$ cat src/rtl/conv_scan_counter_if.sv
// Coordinate handshake bundle between the layer controller / window-fetch datapath
// and the conv output-coordinate sequencer.
interface conv_scan_counter_if #(
    parameter int KW = 2,
    parameter int RW = 5,
    parameter int CW = 5,
    parameter int IW = 6
);
    logic          start;
    logic          abort;
    logic          out_ready;
    logic          out_valid;
    logic [KW-1:0] ch;
    logic [RW-1:0] row;
    logic [CW-1:0] col;
    logic [IW-1:0] in_row;
    logic [IW-1:0] in_col;
    logic          first;
    logic          last;
    logic          busy;
    logic          done;

    // The sequencer side.
    modport master (
        input  start, abort, out_ready,
        output out_valid, ch, row, col, in_row, in_col, first, last, busy, done
    );

    // The controller / consumer side.
    modport slave (
        output start, abort, out_ready,
        input  out_valid, ch, row, col, in_row, in_col, first, last, busy, done
    );
endinterface

$ cat src/rtl/conv_scan_counter.sv
// Output-coordinate sequencer: walks (ch, row, col) with col innermost, presenting each
// position plus its strided input-window origin over a valid/ready handshake.
module conv_scan_counter #(
    parameter int ROWS     = 28,
    parameter int COLS     = 28,
    parameter int CHANNELS = 4,
    parameter int STRIDE   = 1,
    parameter int RW       = 5,
    parameter int CW       = 5,
    parameter int KW       = 2,
    parameter int IW       = 6
) (
    input  logic                clk,
    input  logic                rst,
    conv_scan_counter_if.master bus
);
    typedef enum logic [1:0] {S_IDLE, S_RUN, S_DONE} state_t;

    localparam logic [CW-1:0] COL_MAX     = CW'(COLS - 1);
    localparam logic [RW-1:0] ROW_MAX     = RW'(ROWS - 1);
    localparam logic [KW-1:0] CH_MAX      = KW'(CHANNELS - 1);
    localparam logic [IW-1:0] STEP        = IW'(STRIDE);
    localparam logic          SINGLE_BEAT = (ROWS == 1) && (COLS == 1) && (CHANNELS == 1);

    state_t        r_state;
    logic          r_valid, r_busy, r_done, r_first, r_last;
    logic [KW-1:0] r_ch;
    logic [RW-1:0] r_row;
    logic [CW-1:0] r_col;
    logic [IW-1:0] r_in_row, r_in_col;

    logic          w_accept, w_col_wrap, w_row_wrap, w_last, w_nxt_last;
    logic [KW-1:0] w_nxt_ch;
    logic [RW-1:0] w_nxt_row;
    logic [CW-1:0] w_nxt_col;
    logic [IW-1:0] w_nxt_in_row, w_nxt_in_col;

    assign w_accept   = r_valid & bus.out_ready;
    assign w_col_wrap = (r_col == COL_MAX);
    assign w_row_wrap = (r_row == ROW_MAX);
    assign w_last     = w_col_wrap & w_row_wrap & (r_ch == CH_MAX);

    // Input origins advance by additions alongside the counters, so no multiplier.
    always_comb begin
        // NOTE: every variable gets a default first so no path leaves it unassigned (no latch).
        w_nxt_col    = r_col + 1'b1;
        w_nxt_in_col = r_in_col + STEP;
        w_nxt_row    = r_row;
        w_nxt_in_row = r_in_row;
        w_nxt_ch     = r_ch;
        if (w_col_wrap) begin
            w_nxt_col    = '0;
            w_nxt_in_col = '0;
            w_nxt_row    = r_row + 1'b1;
            w_nxt_in_row = r_in_row + STEP;
            if (w_row_wrap) begin
                w_nxt_row    = '0;
                w_nxt_in_row = '0;
                w_nxt_ch     = r_ch + 1'b1;
            end
        end
    end

    assign w_nxt_last = (w_nxt_col == COL_MAX) && (w_nxt_row == ROW_MAX) && (w_nxt_ch == CH_MAX);

    always_ff @(posedge clk or posedge rst) begin
        // NOTE: non-blocking assignments so every register samples pre-edge values.
        if (rst) begin
            r_state  <= S_IDLE;
            r_valid  <= 1'b0;
            r_busy   <= 1'b0;
            r_done   <= 1'b0;
            r_first  <= 1'b0;
            r_last   <= 1'b0;
            r_ch     <= '0;
            r_row    <= '0;
            r_col    <= '0;
            r_in_row <= '0;
            r_in_col <= '0;
        end else begin
            r_done <= 1'b0;
            if (bus.abort) begin
                r_state  <= S_IDLE;
                r_valid  <= 1'b0;
                r_busy   <= 1'b0;
                r_first  <= 1'b0;
                r_last   <= 1'b0;
                r_ch     <= '0;
                r_row    <= '0;
                r_col    <= '0;
                r_in_row <= '0;
                r_in_col <= '0;
            end else begin
                case (r_state)
                    // Counters are already zero here: every exit from RUN clears them.
                    S_IDLE, S_DONE: begin
                        if (bus.start) begin
                            r_state <= S_RUN;
                            r_valid <= 1'b1;
                            r_busy  <= 1'b1;
                            r_first <= 1'b1;
                            r_last  <= SINGLE_BEAT;
                        end else begin
                            r_state <= S_IDLE;
                        end
                    end
                    S_RUN: begin
                        if (w_accept) begin
                            if (w_last) begin
                                r_state  <= S_DONE;
                                r_valid  <= 1'b0;
                                r_busy   <= 1'b0;
                                r_done   <= 1'b1;
                                r_first  <= 1'b0;
                                r_last   <= 1'b0;
                                r_ch     <= '0;
                                r_row    <= '0;
                                r_col    <= '0;
                                r_in_row <= '0;
                                r_in_col <= '0;
                            end else begin
                                r_first  <= 1'b0;
                                r_last   <= w_nxt_last;
                                r_ch     <= w_nxt_ch;
                                r_row    <= w_nxt_row;
                                r_col    <= w_nxt_col;
                                r_in_row <= w_nxt_in_row;
                                r_in_col <= w_nxt_in_col;
                            end
                        end
                    end
                    default: r_state <= S_IDLE;
                endcase
            end
        end
    end

    assign bus.out_valid = r_valid;
    assign bus.busy      = r_busy;
    assign bus.done      = r_done;
    assign bus.first     = r_first;
    assign bus.last      = r_last;
    assign bus.ch        = r_ch;
    assign bus.row       = r_row;
    assign bus.col       = r_col;
    assign bus.in_row    = r_in_row;
    assign bus.in_col    = r_in_col;
endmodule

$ cat src/flat_wrapper.sv
// flat-port wrapper written by rule: the top's interface ports become plain ports
module conv_scan_counter_flat 
#(
    parameter int ROWS     = 28,
    parameter int COLS     = 28,
    parameter int CHANNELS = 4,
    parameter int STRIDE   = 1,
    parameter int RW       = 5,
    parameter int CW       = 5,
    parameter int KW       = 2,
    parameter int IW       = 6
)
  (clk, rst, bus_start, bus_abort, bus_out_ready, bus_out_valid, bus_ch, bus_row, bus_col, bus_in_row, bus_in_col, bus_first, bus_last, bus_busy, bus_done);
  conv_scan_counter_if #(.KW(KW), .RW(RW), .CW(CW), .IW(IW)) bus_i ();
  input  logic clk;
  input  logic rst;
  input wire logic [$bits(bus_i.start)-1:0] bus_start;
  input wire logic [$bits(bus_i.abort)-1:0] bus_abort;
  input wire logic [$bits(bus_i.out_ready)-1:0] bus_out_ready;
  output wire logic [$bits(bus_i.out_valid)-1:0] bus_out_valid;
  output wire logic [$bits(bus_i.ch)-1:0] bus_ch;
  output wire logic [$bits(bus_i.row)-1:0] bus_row;
  output wire logic [$bits(bus_i.col)-1:0] bus_col;
  output wire logic [$bits(bus_i.in_row)-1:0] bus_in_row;
  output wire logic [$bits(bus_i.in_col)-1:0] bus_in_col;
  output wire logic [$bits(bus_i.first)-1:0] bus_first;
  output wire logic [$bits(bus_i.last)-1:0] bus_last;
  output wire logic [$bits(bus_i.busy)-1:0] bus_busy;
  output wire logic [$bits(bus_i.done)-1:0] bus_done;
  assign bus_i.start = bus_start;
  assign bus_i.abort = bus_abort;
  assign bus_i.out_ready = bus_out_ready;
  assign bus_out_valid = bus_i.out_valid;
  assign bus_ch = bus_i.ch;
  assign bus_row = bus_i.row;
  assign bus_col = bus_i.col;
  assign bus_in_row = bus_i.in_row;
  assign bus_in_col = bus_i.in_col;
  assign bus_first = bus_i.first;
  assign bus_last = bus_i.last;
  assign bus_busy = bus_i.busy;
  assign bus_done = bus_i.done;
  conv_scan_counter #(.ROWS(ROWS), .COLS(COLS), .CHANNELS(CHANNELS), .STRIDE(STRIDE), .RW(RW), .CW(CW), .KW(KW), .IW(IW)) u_core (.clk(clk), .rst(rst), .bus(bus_i));
endmodule
$ cat config.mk
export PLATFORM = sky130hd
export DESIGN_NAME = conv_scan_counter_flat
export DESIGN_NICKNAME = d
export VERILOG_FILES = /design/src/rtl/conv_scan_counter_if.sv /design/src/rtl/conv_scan_counter.sv /design/src/flat_wrapper.sv
export SDC_FILE = /design/constraint.sdc
export NUM_CORES = 1
export LEC_CHECK = 0
export ABC_CLOCK_PERIOD_IN_PS = 2800
export BUFFER_PORTS_ARGS = -buffer_cell sky130_fd_sc_hd__buf_4
export CAP_MARGIN = 25
export CORE_ASPECT_RATIO = 0.5
export CORE_MARGIN = 2
export CORE_UTILIZATION = 55
export DETAILED_ROUTE_END_ITERATION = 6
export MAX_ROUTING_LAYER = met4
export PLACE_DENSITY = 0.82
export SKIP_LAST_GASP = 1
export SYNTH_ARGS = -nofsm -noshare
export SYNTH_HDL_FRONTEND = slang
export SYNTH_SLANG_ARGS = --single-unit
$ cat constraint.sdc
create_clock -name clk -period 2.8 [get_ports clk]
set_clock_uncertainty 0.2 [all_clocks]
set_input_delay 0.84 -clock clk [delete_from_list [all_inputs] [get_ports clk]]
set_output_delay 0.84 -clock clk [all_outputs]
set_load 0.05 [all_outputs]
Word level (Yosys, flattened, before mapping)
Index checks and enable logic that the tools add are counted.
- bits in read-only memories: 0
- bits in latches: 0
- register bits: 30
- memories: 0
- input bits: 5
- output and inout bits: 29
- RAM bits: 0
- word-level logic and storage cells: 92
- div/mod/pow operators: 0
- $lt $le $gt $ge: 0
- multiplexer cells: 50
- bitwise gates (word level): 3
- equal/unequal tests: 11
- add/subtract/negate cells: 5
- reductions and logical operators: 13
- shift-type cells: 0
- multipliers: 0
- operators by type and width (cell ; count):
    $mux W6 ; 11
    $mux W5 ; 11
    $eq A5 B5 Y1 const B ; 4
    $mux W2 ; 9
    $mux W1 ; 15
    $add A6 B1 Y6 const B ; 2
    $add A5 B1 Y5 const B ; 2
    $eq A2 B2 Y1 const B ; 3
    $ne A3 B2 Y1 const B ; 2
    $pmux W1 S2 ; 3
    $reduce_and A3 Y1 ; 2
    $reduce_bool A3 Y1 ; 2
    $pmux W2 S2 ; 1
    $reduce_and A2 Y1 ; 2
    $reduce_and A4 Y1 ; 1
    $reduce_bool A2 Y1 ; 2
    $and A1 B1 Y1 ; 3
    $ne A3 B3 Y1 const B ; 1
    $add A2 B1 Y2 const B ; 1
    $eq A2 B1 Y1 const B ; 1
    $logic_and A1 B1 Y1 ; 2
    $logic_not A2 Y1 ; 1
    $reduce_or A2 Y1 ; 1

Logic depth before layout (Yosys ltp)
Gate-level depths: netlist of run 1.
- depth after elaboration: 10
- mapped depth: 7

Worst setup path before layout of run 1
Ideal clock, no wire load.
- kind: register -> register
- from: reg u_core.r_col[0] (netlist: u_core.bus.col[0])
- to: reg u_core.r_row[2] (netlist: u_core.bus.row[2])
- buffers on the path: 1
- arrival time: 1931 ps
- library setup time: 74 ps
- cell stages (with the launch flop): 8
- slack: 595 ps
- cell sequence: dfrtp_1 ha_1 and4b_1 buf_6 and2_4 nand2_2 a211o_1 a21oi_2
- word-level cells in the longest chain between the ends: 7
- ends and longest elaborated chain (item ; line ; RTL):
    start: declaration ; conv_scan_counter.sv:29 ; logic [CW-1:0] r_col;
    start signal: assignment ; conv_scan_counter.sv:126 ; r_col <= w_nxt_col;
    $eq A5 B5 Y1 * ; conv_scan_counter.sv:39 ; assign w_col_wrap = (r_col == COL_MAX);
    $and A1 B1 Y1 (2 in series) ; conv_scan_counter.sv:41 ; assign w_last = w_col_wrap & w_row_wrap & (r_ch == CH_MAX);
    $mux W5 * ; conv_scan_counter.sv:109 ; if (w_last) begin
    $mux W5 * ; conv_scan_counter.sv:108 ; if (w_accept) begin
    $mux W5 * ; conv_scan_counter.sv:94 ; case (r_state)
    $mux W5 * ; conv_scan_counter.sv:82 ; if (bus.abort) begin
    end signal: assignment ; conv_scan_counter.sv:125 ; r_row <= w_nxt_row;
    end: declaration ; conv_scan_counter.sv:28 ; logic [RW-1:0] r_row;
Every way passes the cells marked *; elsewhere a longest branch is shown, timed or not. The select of a mux whose other input is x is not followed.
A chain may end at the register's enable or synchronous reset.

Worst setup path after layout of run 1
- from: reg u_core.r_col[0] (netlist: u_core.bus.col[0])
- to: reg u_core.r_last (netlist: u_core.bus.last)
- word-level cells in the longest chain between the ends: 9
- ends and longest elaborated chain (item ; line ; RTL):
    $add A5 B1 Y5 / $eq A5 B5 Y1 (equally long branches) ; conv_scan_counter.sv:46, conv_scan_counter.sv:39 ;
    $mux W5 ; conv_scan_counter.sv:51 ; if (w_col_wrap) begin
    $eq A5 B5 Y1 ; conv_scan_counter.sv:64 ; assign w_nxt_last = (w_nxt_col == COL_MAX) && (w_nxt_row == ROW_MAX) && (w_nxt_ch == CH_MAX);
    $logic_and A1 B1 Y1 (2 in series) ; conv_scan_counter.sv:64 ;
    $mux W1 * ; conv_scan_counter.sv:109 ;
    $mux W1 * ; conv_scan_counter.sv:108 ;
    $pmux W1 S2 * ; conv_scan_counter.sv:94 ;
    $mux W1 * ; conv_scan_counter.sv:82 ;
    end signal: assignment ; conv_scan_counter.sv:123 ; r_last <= w_nxt_last;
    end: declaration ; conv_scan_counter.sv:26 ; logic r_valid, r_busy, r_done, r_first, r_last;
Marks and branches as above.

==> impl_metrics.env, run 1 <==
export IMPL_max_freq_mhz=451.3
export IMPL_syn_area_per_cell_um2=9.113
export IMPL_p_int_mw=0.6529
export IMPL_worstSetupEndpointType="flip-flop"
export IMPL_synth_seq_cells=30
export IMPL_cts_hold_buf=0
export IMPL_cts_repair_resized=0
export IMPL_drt_initial_drc_count=73
export IMPL_syn_inst=180
export IMPL_cts_htree_levels=2
export IMPL_port_buffers=33
export IMPL_routed_via_count=1443
export IMPL_peakVddDrop_mv=0.3106
export IMPL_p_comb_share_pct=7.4
export IMPL_power_density_mw_per_mm2=436.0
export IMPL_layout_drive_gt1_share_pct=22.22
export IMPL_tightest_slew_ns=0.5049
export IMPL_timing_slew_headroom_pct=66.08
export IMPL_critPathLaunchType="flip-flop"
export IMPL_postCtsSetupBuffers=0
export IMPL_place_gp_congestion=0.8707
export IMPL_worstPathArrival_ns=2.17
export IMPL_ant_nets=0
export IMPL_fp_dieH_um=42.62
export IMPL_syn_cell_area_mm2=0.001640
export IMPL_wl_per_cell_um=13.79
export IMPL_p_sw_mw=0.2166
export IMPL_initial_utilization_pct=60.39
export IMPL_crit_type="flip-flop to flip-flop"
export IMPL_syn_nets=190
export IMPL_hold_slack_ns=0.2733
export IMPL_power_frac_clock_pct=41.6
export IMPL_synth_top_area_share_pct=45.77
export IMPL_ios=34
export IMPL_dp_hpwl_um=2556
export IMPL_use_met2_pct=30.25
export IMPL_setup_tns_ns=0
export IMPL_worstPathRequired_ns=2.75
export IMPL_yosysWarnings=0
export IMPL_worst_slack_ns=0.5844
export IMPL_routed_wl_um=3488
export IMPL_yosysSeqAreaShare_pct=45.77
export IMPL_numCtsBuffers=5
export IMPL_final_cell_area_mm2=0.001994
export IMPL_root_buffer="clkbuf_8"
export IMPL_fin_crit_ns=2.216
export IMPL_ys_top_cells_by_area="dfrtp_1 (46%), nand2_1 (5.5%), nor2_1 (4.3%)"
export IMPL_use_met1_pct=33.15
export IMPL_hold_path_class="flip-flop to flip-flop"
export IMPL_p_seq_share_pct=50.9
export IMPL_grt_pass1_wl_um=5809
export IMPL_insertedDiodeCount=0
export IMPL_syn2layout_area_growth_pct=21.59
export IMPL_dieArea_mm2=0.003462
export IMPL_grt_start_max_net_pins=31
export IMPL_gr_usage_all_layers_pct=23.08
export IMPL_setup_viol=0
export IMPL_preCtsSetupSlack_ns=0.4765
export IMPL_period_share_pct=79.13
export IMPL_synth_area_leader_cell="dfrtp_1"
export IMPL_leakage_nw=0.9423
export IMPL_synthFlopType="dfrtp_1"
export IMPL_grt_busiest_layer="met1"
export IMPL_cts_buffer_depth=2
export IMPL_cap_violations=0
export IMPL_clock_latency_ns=0.28
export IMPL_sw_frac_of_total_pct=24.91
export IMPL_grt_pass1_vias=1245
export IMPL_core_mm2=0.002716
export IMPL_vias_per_cell=5.704
export IMPL_grtUsageMet3_pct=8.621
export IMPL_hold_viol=0
export IMPL_rsz0062_at_grt="no"
export IMPL_post_dp_cell_area_mm2=0.001899
export IMPL_firstDrtPassIters=4
export IMPL_synth_edff_count=0
export IMPL_async_reset_ff_share_pct=100.0
export IMPL_path_max_fanout=11
export IMPL_cts_tree="built"
export IMPL_ys_types=39
export IMPL_slew_violations=0
export IMPL_clock_sinks=30
export IMPL_grt_overflow_total=0
export IMPL_rows=13
export IMPL_die_w_um=81.23
export IMPL_antenna_found_initial=0
export IMPL_outcome="finished clean"
export IMPL_drc=0
export IMPL_nets=225
export IMPL_clk_pin_slew_ns=0.07
## routing by layer
layer / vias to the layer above / wire length, um
met3: 2 / 180
met5: - / 0
met1: 685 / 1807
li1: 718 / -
met4: 0 / 13
met2: 38 / 1487
## cell families (layout without fill, tap and decap cells)
kind of cell	count (synthesis)	count (layout)	share of synthesized area, %
AND/OR/NAND/NOR	87	87	27.31
AO/OA/AOI/OAI	39	39	14.42
flip-flops	30	30	45.77
buffers and inverters	10	46	3.508
adder cells (fa/ha/maj)	5	5	3.814
XOR/XNOR	5	5	2.670
multiplexers	4	4	2.517
## cells in the mapped netlist (all sizes together) (2+ instances only)
master  count
buf         4
ha          5
nand2      26
nand4       4
dfrtp      30
inv         4
and4b       3
xor2        5
o21ai      15
clkbuf      2
nor3       10
nand2b      2
and2        4
a22o        2
nor2b       3
nand3       6
mux2i       3
a21oi      12
o31ai       3
and3        2
nand4b      4
a31oi       2
nor2       19
## critical path: stages, from the launching register on
cell	delay, ns
dfrtp_1	0.43
ha_1	0.29
and4b_1	0.48
and2_1	0.22
mux2_2	0.33
nand4_1	0.06
o21ai_0	0.07
## placed cells by master (no fill, tap or decap), types with 5 or more instances in the layout
cell      synthesis  layout
a21oi_1          10      10
buf_4             1      34
clkbuf_8          0       6
dfrtp_1          30      30
ha_1              5       5
nand2_1          24      24
nand3_1           6       6
nor2_1           19      19
nor3_1           10      10
o21ai_0          14      14
xor2_1            5       5
## final timing paths
kind / from / to / slack (ns) / cells past startpoint
setup reg to reg: u_core.bus.col[0]$_DFFE_PP0P_ / u_core.bus.last$_DFFE_PP0P_ / 0.58 / 6
hold / removal: u_core.bus.in_row[5]$_DFFE_PP0P_ / u_core.bus.in_row[5]$_DFFE_PP0P_ / 0.27 / 1
hold reg to reg: u_core.bus.in_row[5]$_DFFE_PP0P_ / u_core.bus.in_row[5]$_DFFE_PP0P_ / 0.27 / 1
max in group asynchronous: rst / u_core.bus.last$_DFFE_PP0P_ / 1.67 / 3
setup / recovery: u_core.bus.col[0]$_DFFE_PP0P_ / u_core.bus.last$_DFFE_PP0P_ / 0.58 / 6
min in group asynchronous: rst / u_core.bus.in_row[5]$_DFFE_PP0P_ / 0.44 / 3
## sequential cells by signal (all words and copies together), names as in the netlist
| signal | flops |
|---|---|
| u_core.bus.ch | 2 |
| u_core.bus.col | 5 |
| u_core.bus.done | 1 |
| u_core.bus.first | 1 |
| u_core.bus.in_col | 6 |
| u_core.bus.in_row | 6 |
| u_core.bus.last | 1 |
| u_core.bus.out_valid | 1 |
| u_core.bus.row | 5 |
| u_core.r_state | 2 |
## cell type report
class                           count  area (um^2)
Clock buffer                        6        82.58
Fill cell                         218        721.9
Sequential cell                    30        750.7
Tap cell                           37        46.29
Multi-Input combinational cell    140        832.0
Clock inverter                      2        12.51
Inverter                            4        15.01
Timing Repair Buffer               34        255.2
## power by group through the flow
| stage | registers, mW | logic [mW] | clock network [mW] |
|---|---|---|---|
| final | 0.443 | 0.0645 | 0.362 |
| after global routing | 0.444 | 0.0716 | 0.394 |
| after CTS | 0.443 | 0.0651 | 0.368 |
| after detailed placement | 0.451 | 0.0651 | 0 |
| after global placement | 0.451 | 0.0645 | 0 |
| after floorplan | 0.462 | 0.0340 | 0 |
## per-stage QoR
stage          total power, mW  std cells  utilization [%]
6_report                0.8696        253            73.42
5_1_grt                 0.9095        253            73.42
4_1_cts                 0.8763        253            73.42
3_5_place_dp            0.5160        245            69.92
3_3_place_gp            0.5153        245            69.92
2_1_floorplan           0.4958        180                -
Note: power is estimated with default switching activity, not from simulation.
==> run 2: changes to the inputs <==
--- a/config.mk
+++ b/config.mk
@@ -5,15 +5,15 @@
 export SDC_FILE = /design/constraint.sdc
 export NUM_CORES = 1
 export LEC_CHECK = 0
-export ABC_CLOCK_PERIOD_IN_PS = 2800
+export ABC_CLOCK_PERIOD_IN_PS = 2300
 export BUFFER_PORTS_ARGS = -buffer_cell sky130_fd_sc_hd__buf_4
 export CAP_MARGIN = 25
 export CORE_ASPECT_RATIO = 0.5
 export CORE_MARGIN = 2
-export CORE_UTILIZATION = 55
+export CORE_UTILIZATION = 54
 export DETAILED_ROUTE_END_ITERATION = 6
 export MAX_ROUTING_LAYER = met4
-export PLACE_DENSITY = 0.82
+export PLACE_DENSITY = 0.81
 export SKIP_LAST_GASP = 1
 export SYNTH_ARGS = -nofsm -noshare
 export SYNTH_HDL_FRONTEND = slang
==> constraint.sdc (replaced) <==
create_clock -name clk -period 2.3 [get_ports clk]
set_clock_uncertainty 0.2 [all_clocks]
set_input_delay 0.69 -clock clk [delete_from_list [all_inputs] [get_ports clk]]
set_output_delay 0.69 -clock clk [all_outputs]
set_load 0.05 [all_outputs]
==> impl_metrics.env, run 2 (synthesized netlist as in run 1, its figures left out) <==
export IMPL_layout_drive_gt1_share_pct=24.43
export IMPL_rows=14
export IMPL_cts_hold_buf=0
export IMPL_tightest_slew_ns=0.4825
export IMPL_cts_repair_resized=0
export IMPL_cap_violations=0
export IMPL_routed_wl_um=3694
export IMPL_clock_sinks=30
export IMPL_dp_hpwl_um=2629
export IMPL_crit_type="flip-flop to flip-flop"
export IMPL_cts_buffer_depth=2
export IMPL_ant_nets=0
export IMPL_cts_tree="built"
export IMPL_port_buffers=33
export IMPL_hold_path_class="input port to async pin"
export IMPL_critPathMaxStageDelay_ns=0.42
export IMPL_final_util_pct=69.22
export IMPL_leakage_nw=0.9677
export IMPL_rsz0062_at_grt="no"
export IMPL_p_comb_share_pct=7.6
export IMPL_critPathLaunchType="flip-flop"
export IMPL_initial_utilization_pct=55.74
export IMPL_hold_viol=0
export IMPL_sw_frac_of_total_pct=24.98
export IMPL_nets=230
export IMPL_drc=0
export IMPL_core_mm2=0.002943
export IMPL_p_seq_share_pct=50.8
export IMPL_reg2regPathDepth=6
export IMPL_crit_cells=6
export IMPL_grt_pass1_wl_um=6120
export IMPL_preCtsSetupSlack_ns=0.09256
export IMPL_fp_dieH_um=42.97
export IMPL_peakVddDrop_mv=0.4005
export IMPL_antenna_found_initial=0
export IMPL_max_freq_mhz=468.9
export IMPL_routed_via_count=1481
export IMPL_vias_per_cell=5.674
export IMPL_die_w_um=81.95
export IMPL_numCtsBuffers=5
export IMPL_grt_start_max_net_pins=31
export IMPL_path_max_fanout=11
export IMPL_rr_startpoint="u_core.bus.col[1]$_DFFE_PP0P_"
export IMPL_insertedDiodeCount=0
export IMPL_place_gp_congestion=0.8462
export IMPL_gr_usage_all_layers_pct=24.28
export IMPL_grt_overflow_total=0
export IMPL_power_mw=1.062
export IMPL_crit_buf_inv=0
export IMPL_drt_initial_drc_count=124
export IMPL_firstDrtPassIters=4
export IMPL_worstPathArrival_ns=2.08
export IMPL_syn2layout_area_growth_pct=24.18
export IMPL_crit_start="u_core.bus.col[1]$_DFFE_PP0P_"
export IMPL_layout_common_cells="buf_4 (39), dfrtp_1 (30), nand2_1 (24)"
export IMPL_p_sw_mw=0.2651
export IMPL_timing_slew_headroom_pct=67.72
export IMPL_postCtsSetupBuffers=0
export IMPL_worst_slack_ns=0.1676
export IMPL_worstSetupEndpointType="flip-flop"
export IMPL_slew_violations=0
export IMPL_ios=34
export IMPL_final_common_cell="buf_4"
export IMPL_root_buffer="clkbuf_8"
export IMPL_clock_latency_ns=0.28
export IMPL_crit_chain="ha_1 -> and4b_2 -> and2_1 -> mux2_2 -> nand4_1 -> o21ai_0"
export IMPL_hold_slack_ns=0.2806
export IMPL_power_density_mw_per_mm2=521.1
export IMPL_p_int_mw=0.7964
export IMPL_cts_htree_levels=2
export IMPL_dieArea_mm2=0.003521
export IMPL_fin_crit_ns=2.132
export IMPL_critPathTopFamily="simple AND/OR/NAND/NOR gates"
export IMPL_clk_pin_slew_ns=0.07
export IMPL_wl_per_cell_um=14.15
export IMPL_setup_viol=0
export IMPL_outcome="finished clean"
export IMPL_crit_slowest_cell="and4b_2"
export IMPL_power_frac_clock_pct=41.6
export IMPL_worstPathRequired_ns=2.25
export IMPL_grt_pass1_vias=1291
export IMPL_setup_tns_ns=0
export IMPL_period_share_pct=92.71
[run 2: power groups by stage]
stage	combinational [mW]	clock [mW]	sequential [mW]
4_1_cts	0.0815	0.448	0.539
5_1_grt	0.0891	0.479	0.539
6_report	0.0806	0.442	0.539
3_3_place_gp	0.0807	0	0.548
2_1_floorplan	0.0414	0	0.562
3_5_place_dp	0.0811	0	0.548
[run 2: final cells by class]
cell class / instances / area (um^2)
clock buffer: 6 / 82.58
inverter: 4 / 15.01
fill: 232 / 905.9
timing repair buffer: 39 / 292.8
sequential: 30 / 750.7
tap: 40 / 50.05
clock inverter: 2 / 12.51
multi-input combinational: 140 / 833.3
[run 2: stage by stage]
stage / instance area, um^2 / std cells
2_1_floorplan: 1640 / 180
3_3_place_gp: 1941 / 253
3_5_place_dp: 1941 / 253
4_1_cts: 2036 / 261
5_1_grt: 2037 / 261
6_report: 2037 / 261
[run 2: path summary, 6_finish.rpt]
check,endpoint,slack [ns]
max reg2reg,u_core.bus.last$_DFFE_PP0P_,0.17
min reg2reg,u_core.bus.in_row[5]$_DFFE_PP0P_,0.28
min,u_core.bus.in_col[3]$_DFFE_PP0P_,0.28
min in group clk,u_core.bus.in_row[5]$_DFFE_PP0P_,0.28
max in group asynchronous,u_core.bus.col[0]$_DFFE_PP0P_,1.33
max,u_core.bus.last$_DFFE_PP0P_,0.17
[run 2: worst reg2reg max path, delay by kind of cell, from the launching register on]
family / cells / cell delay (ns)
compound gates: 1 / 0.08
fa+ha+maj: 1 / 0.29
flops: 1 / 0.41
mux: 1 / 0.33
simple gates: 3 / 0.68
[run 2: per-layer routing]
| layer | GRT usage [%] | share of wire (%) |
|---|---|---|
| met5 | - | 0 |
| met4 | 6.000 | 0.92 |
| met2 | 34.80 | 46 |
| met3 | 6.383 | 6.3 |
| met1 | 34.48 | 46 |
==> run 3: changes to the inputs <==
--- a/config.mk
+++ b/config.mk
@@ -13,7 +13,7 @@
 export CORE_UTILIZATION = 54
 export DETAILED_ROUTE_END_ITERATION = 6
 export MAX_ROUTING_LAYER = met4
-export PLACE_DENSITY = 0.81
+export PLACE_DENSITY_LB_ADDON = 0.12
 export SKIP_LAST_GASP = 1
 export SYNTH_ARGS = -nofsm -noshare
 export SYNTH_HDL_FRONTEND = slang
==> impl_metrics.env, run 3 (synthesized netlist as in run 1, its figures left out) <==
export IMPL_drt_initial_drc_count=57
export IMPL_cts_hold_buf=0
export IMPL_cts_htree_levels=2
export IMPL_cts_buffer_depth=2
export IMPL_period_share_pct=90.05
export IMPL_setup_tns_ns=0
export IMPL_leakage_nw=0.9683
export IMPL_crit_slowest_cell="dfrtp_1"
export IMPL_crit_start="u_core.bus.col[1]$_DFFE_PP0P_"
export IMPL_insertedDiodeCount=0
export IMPL_crit_chain="ha_1 -> and4b_2 -> and2_1 -> mux2_2 -> nand4_1 -> o21ai_0"
export IMPL_fin_crit_ns=2.071
export IMPL_timing_slew_headroom_pct=74.76
export IMPL_final_common_cell="buf_4"
export IMPL_gr_usage_all_layers_pct=25.04
export IMPL_setup_viol=0
export IMPL_vias_per_cell=5.759
export IMPL_stdcell_count=261
export IMPL_grt_overflow_total=0
export IMPL_dp_cells=253
export IMPL_firstDrtPassIters=5
export IMPL_power_density_mw_per_mm2=520.2
export IMPL_layout_drive_gt1_share_pct=24.43
export IMPL_die_w_um=81.95
export IMPL_path_max_fanout=11
export IMPL_wl_per_cell_um=14.32
export IMPL_outcome="finished clean"
export IMPL_worstSetupEndpointType="flip-flop"
export IMPL_hold_viol=0
export IMPL_critPathTopFamily="simple AND/OR/NAND/NOR gates"
export IMPL_clk_pin_slew_ns=0.06
export IMPL_ant_nets=0
export IMPL_grt_start_max_net_pins=31
export IMPL_crit_buf_inv=0
export IMPL_r2r_end="u_core.bus.last$_DFFE_PP0P_"
export IMPL_grt_pass1_wl_um=6306
export IMPL_peakVddDrop_mv=0.3853
export IMPL_routed_wl_um=3737
export IMPL_tightest_slew_ns=0.3787
export IMPL_routed_via_count=1503
export IMPL_port_buffers=33
export IMPL_grt_pass1_vias=1328
export IMPL_fp_dieH_um=42.97
export IMPL_place_gp_congestion=0.8882
export IMPL_core_mm2=0.002943
export IMPL_drc=0
export IMPL_ios=34
export IMPL_slew_violations=0
export IMPL_rr_startpoint="u_core.bus.col[1]$_DFFE_PP0P_"
export IMPL_syn2layout_area_growth_pct=24.18
export IMPL_rsz0062_at_grt="no"
export IMPL_hold_depth=1
export IMPL_cts_tree="built"
export IMPL_dieArea_mm2=0.003521
export IMPL_max_freq_mhz=482.8
export IMPL_fillers=235
export IMPL_numCtsBuffers=5
export IMPL_reg2regPathDepth=6
export IMPL_worstPathArrival_ns=2.03
export IMPL_hold_slack_ns=0.2712
export IMPL_clock_latency_ns=0.28
export IMPL_cap_violations=0
export IMPL_dp_hpwl_um=2757
export IMPL_clock_sinks=30
export IMPL_hold_path_class="flip-flop to flip-flop"
export IMPL_hp_start="u_core.bus.in_row[5]$_DFFE_PP0P_"
export IMPL_worstPathRequired_ns=2.26
export IMPL_r2r_setup_slack_ns=0.23
export IMPL_critPathMaxStageDelay_ns=0.40
export IMPL_holdPathEnd="u_core.bus.in_row[5]$_DFFE_PP0P_"
export IMPL_nets=230
export IMPL_final_util_pct=69.22
export IMPL_antenna_found_initial=0
export IMPL_initial_utilization_pct=55.74
export IMPL_layout_common_cells="buf_4 (39), dfrtp_1 (30), nand2_1 (24)"
export IMPL_root_buffer="clkbuf_8"
export IMPL_critPathLaunchType="flip-flop"
export IMPL_crit_type="flip-flop to flip-flop"
export IMPL_rows=14
==> run 3: area by class of cell <==
class | count | area [um^2] | area share [%]
Inverter | 4 | 15.01 | 0.7371
Clock buffer | 6 | 82.58 | 4.054
Clock inverter | 2 | 12.51 | 0.6143
Tap cell | 40 | 50.05 | 2.457
Timing Repair Buffer | 39 | 292.8 | 14.37
Sequential cell | 30 | 750.7 | 36.86
Multi-Input combinational cell | 140 | 833.3 | 40.91
==> run 3: how the worst max path moves through the flow <==
stage,to,slack (ns),cells after the start
2_1_floorplan,u_core.bus.row[2]$_DFFE_PP0P_,0.09,7
3_3_place_gp,u_core.bus.last$_DFFE_PP0P_,0.22,6
3_5_place_dp,u_core.bus.last$_DFFE_PP0P_,0.13,6
4_1_cts,u_core.bus.last$_DFFE_PP0P_,0.12,6
5_1_grt,u_core.bus.in_row[2]$_DFFE_PP0P_,0.07,6
6_report,u_core.bus.last$_DFFE_PP0P_,0.23,6
==> run 3: metal layers <==
metal,global-route usage (%),vias up,part of all wire [%]
met2,35.61,54,45
met4,10.00,0,1.4
met1,34.29,716,46
li1,-,725,-
met5,-,-,0
met3,6.383,8,7.2
==> run 3: what timing repair did <==
action | 4_1_cts | 5_1_grt
setup endpoints to repair | 0 | 3
setup buffers | 0 | 0
resized for setup | 0 | 1
==> run 3: metrics by stage <==
stage / power [mW] / cell area [um^2] / setup slack, ns
after floorplan: 0.6036 / 1640 / 0.09491
after global placement: 0.6300 / 1941 / 0.2231
after detailed placement: 0.6314 / 1941 / 0.1316
after CTS: 1.074 / 2036 / 0.1215
after global routing: 1.102 / 2037 / 0.06857
final: 1.060 / 2037 / 0.2289
==> run 3: power breakdown <==
| group | leakage, nW | internal, mW | switching (mW) |
|---|---|---|---|
| clock | 0.0472 | 0.240 | 0.199 |
| combinational | 0.506 | 0.0240 | 0.0580 |
| sequential | 0.416 | 0.533 | 0.00602 |
==> run 3: worst reg2reg max path: stages, from the launching register on <==
cell and delay, ns:
dfrtp_1 0.40, ha_1 0.28, and4b_2 0.40, and2_1 0.19, mux2_2 0.33, nand4_1 0.06, o21ai_0 0.08
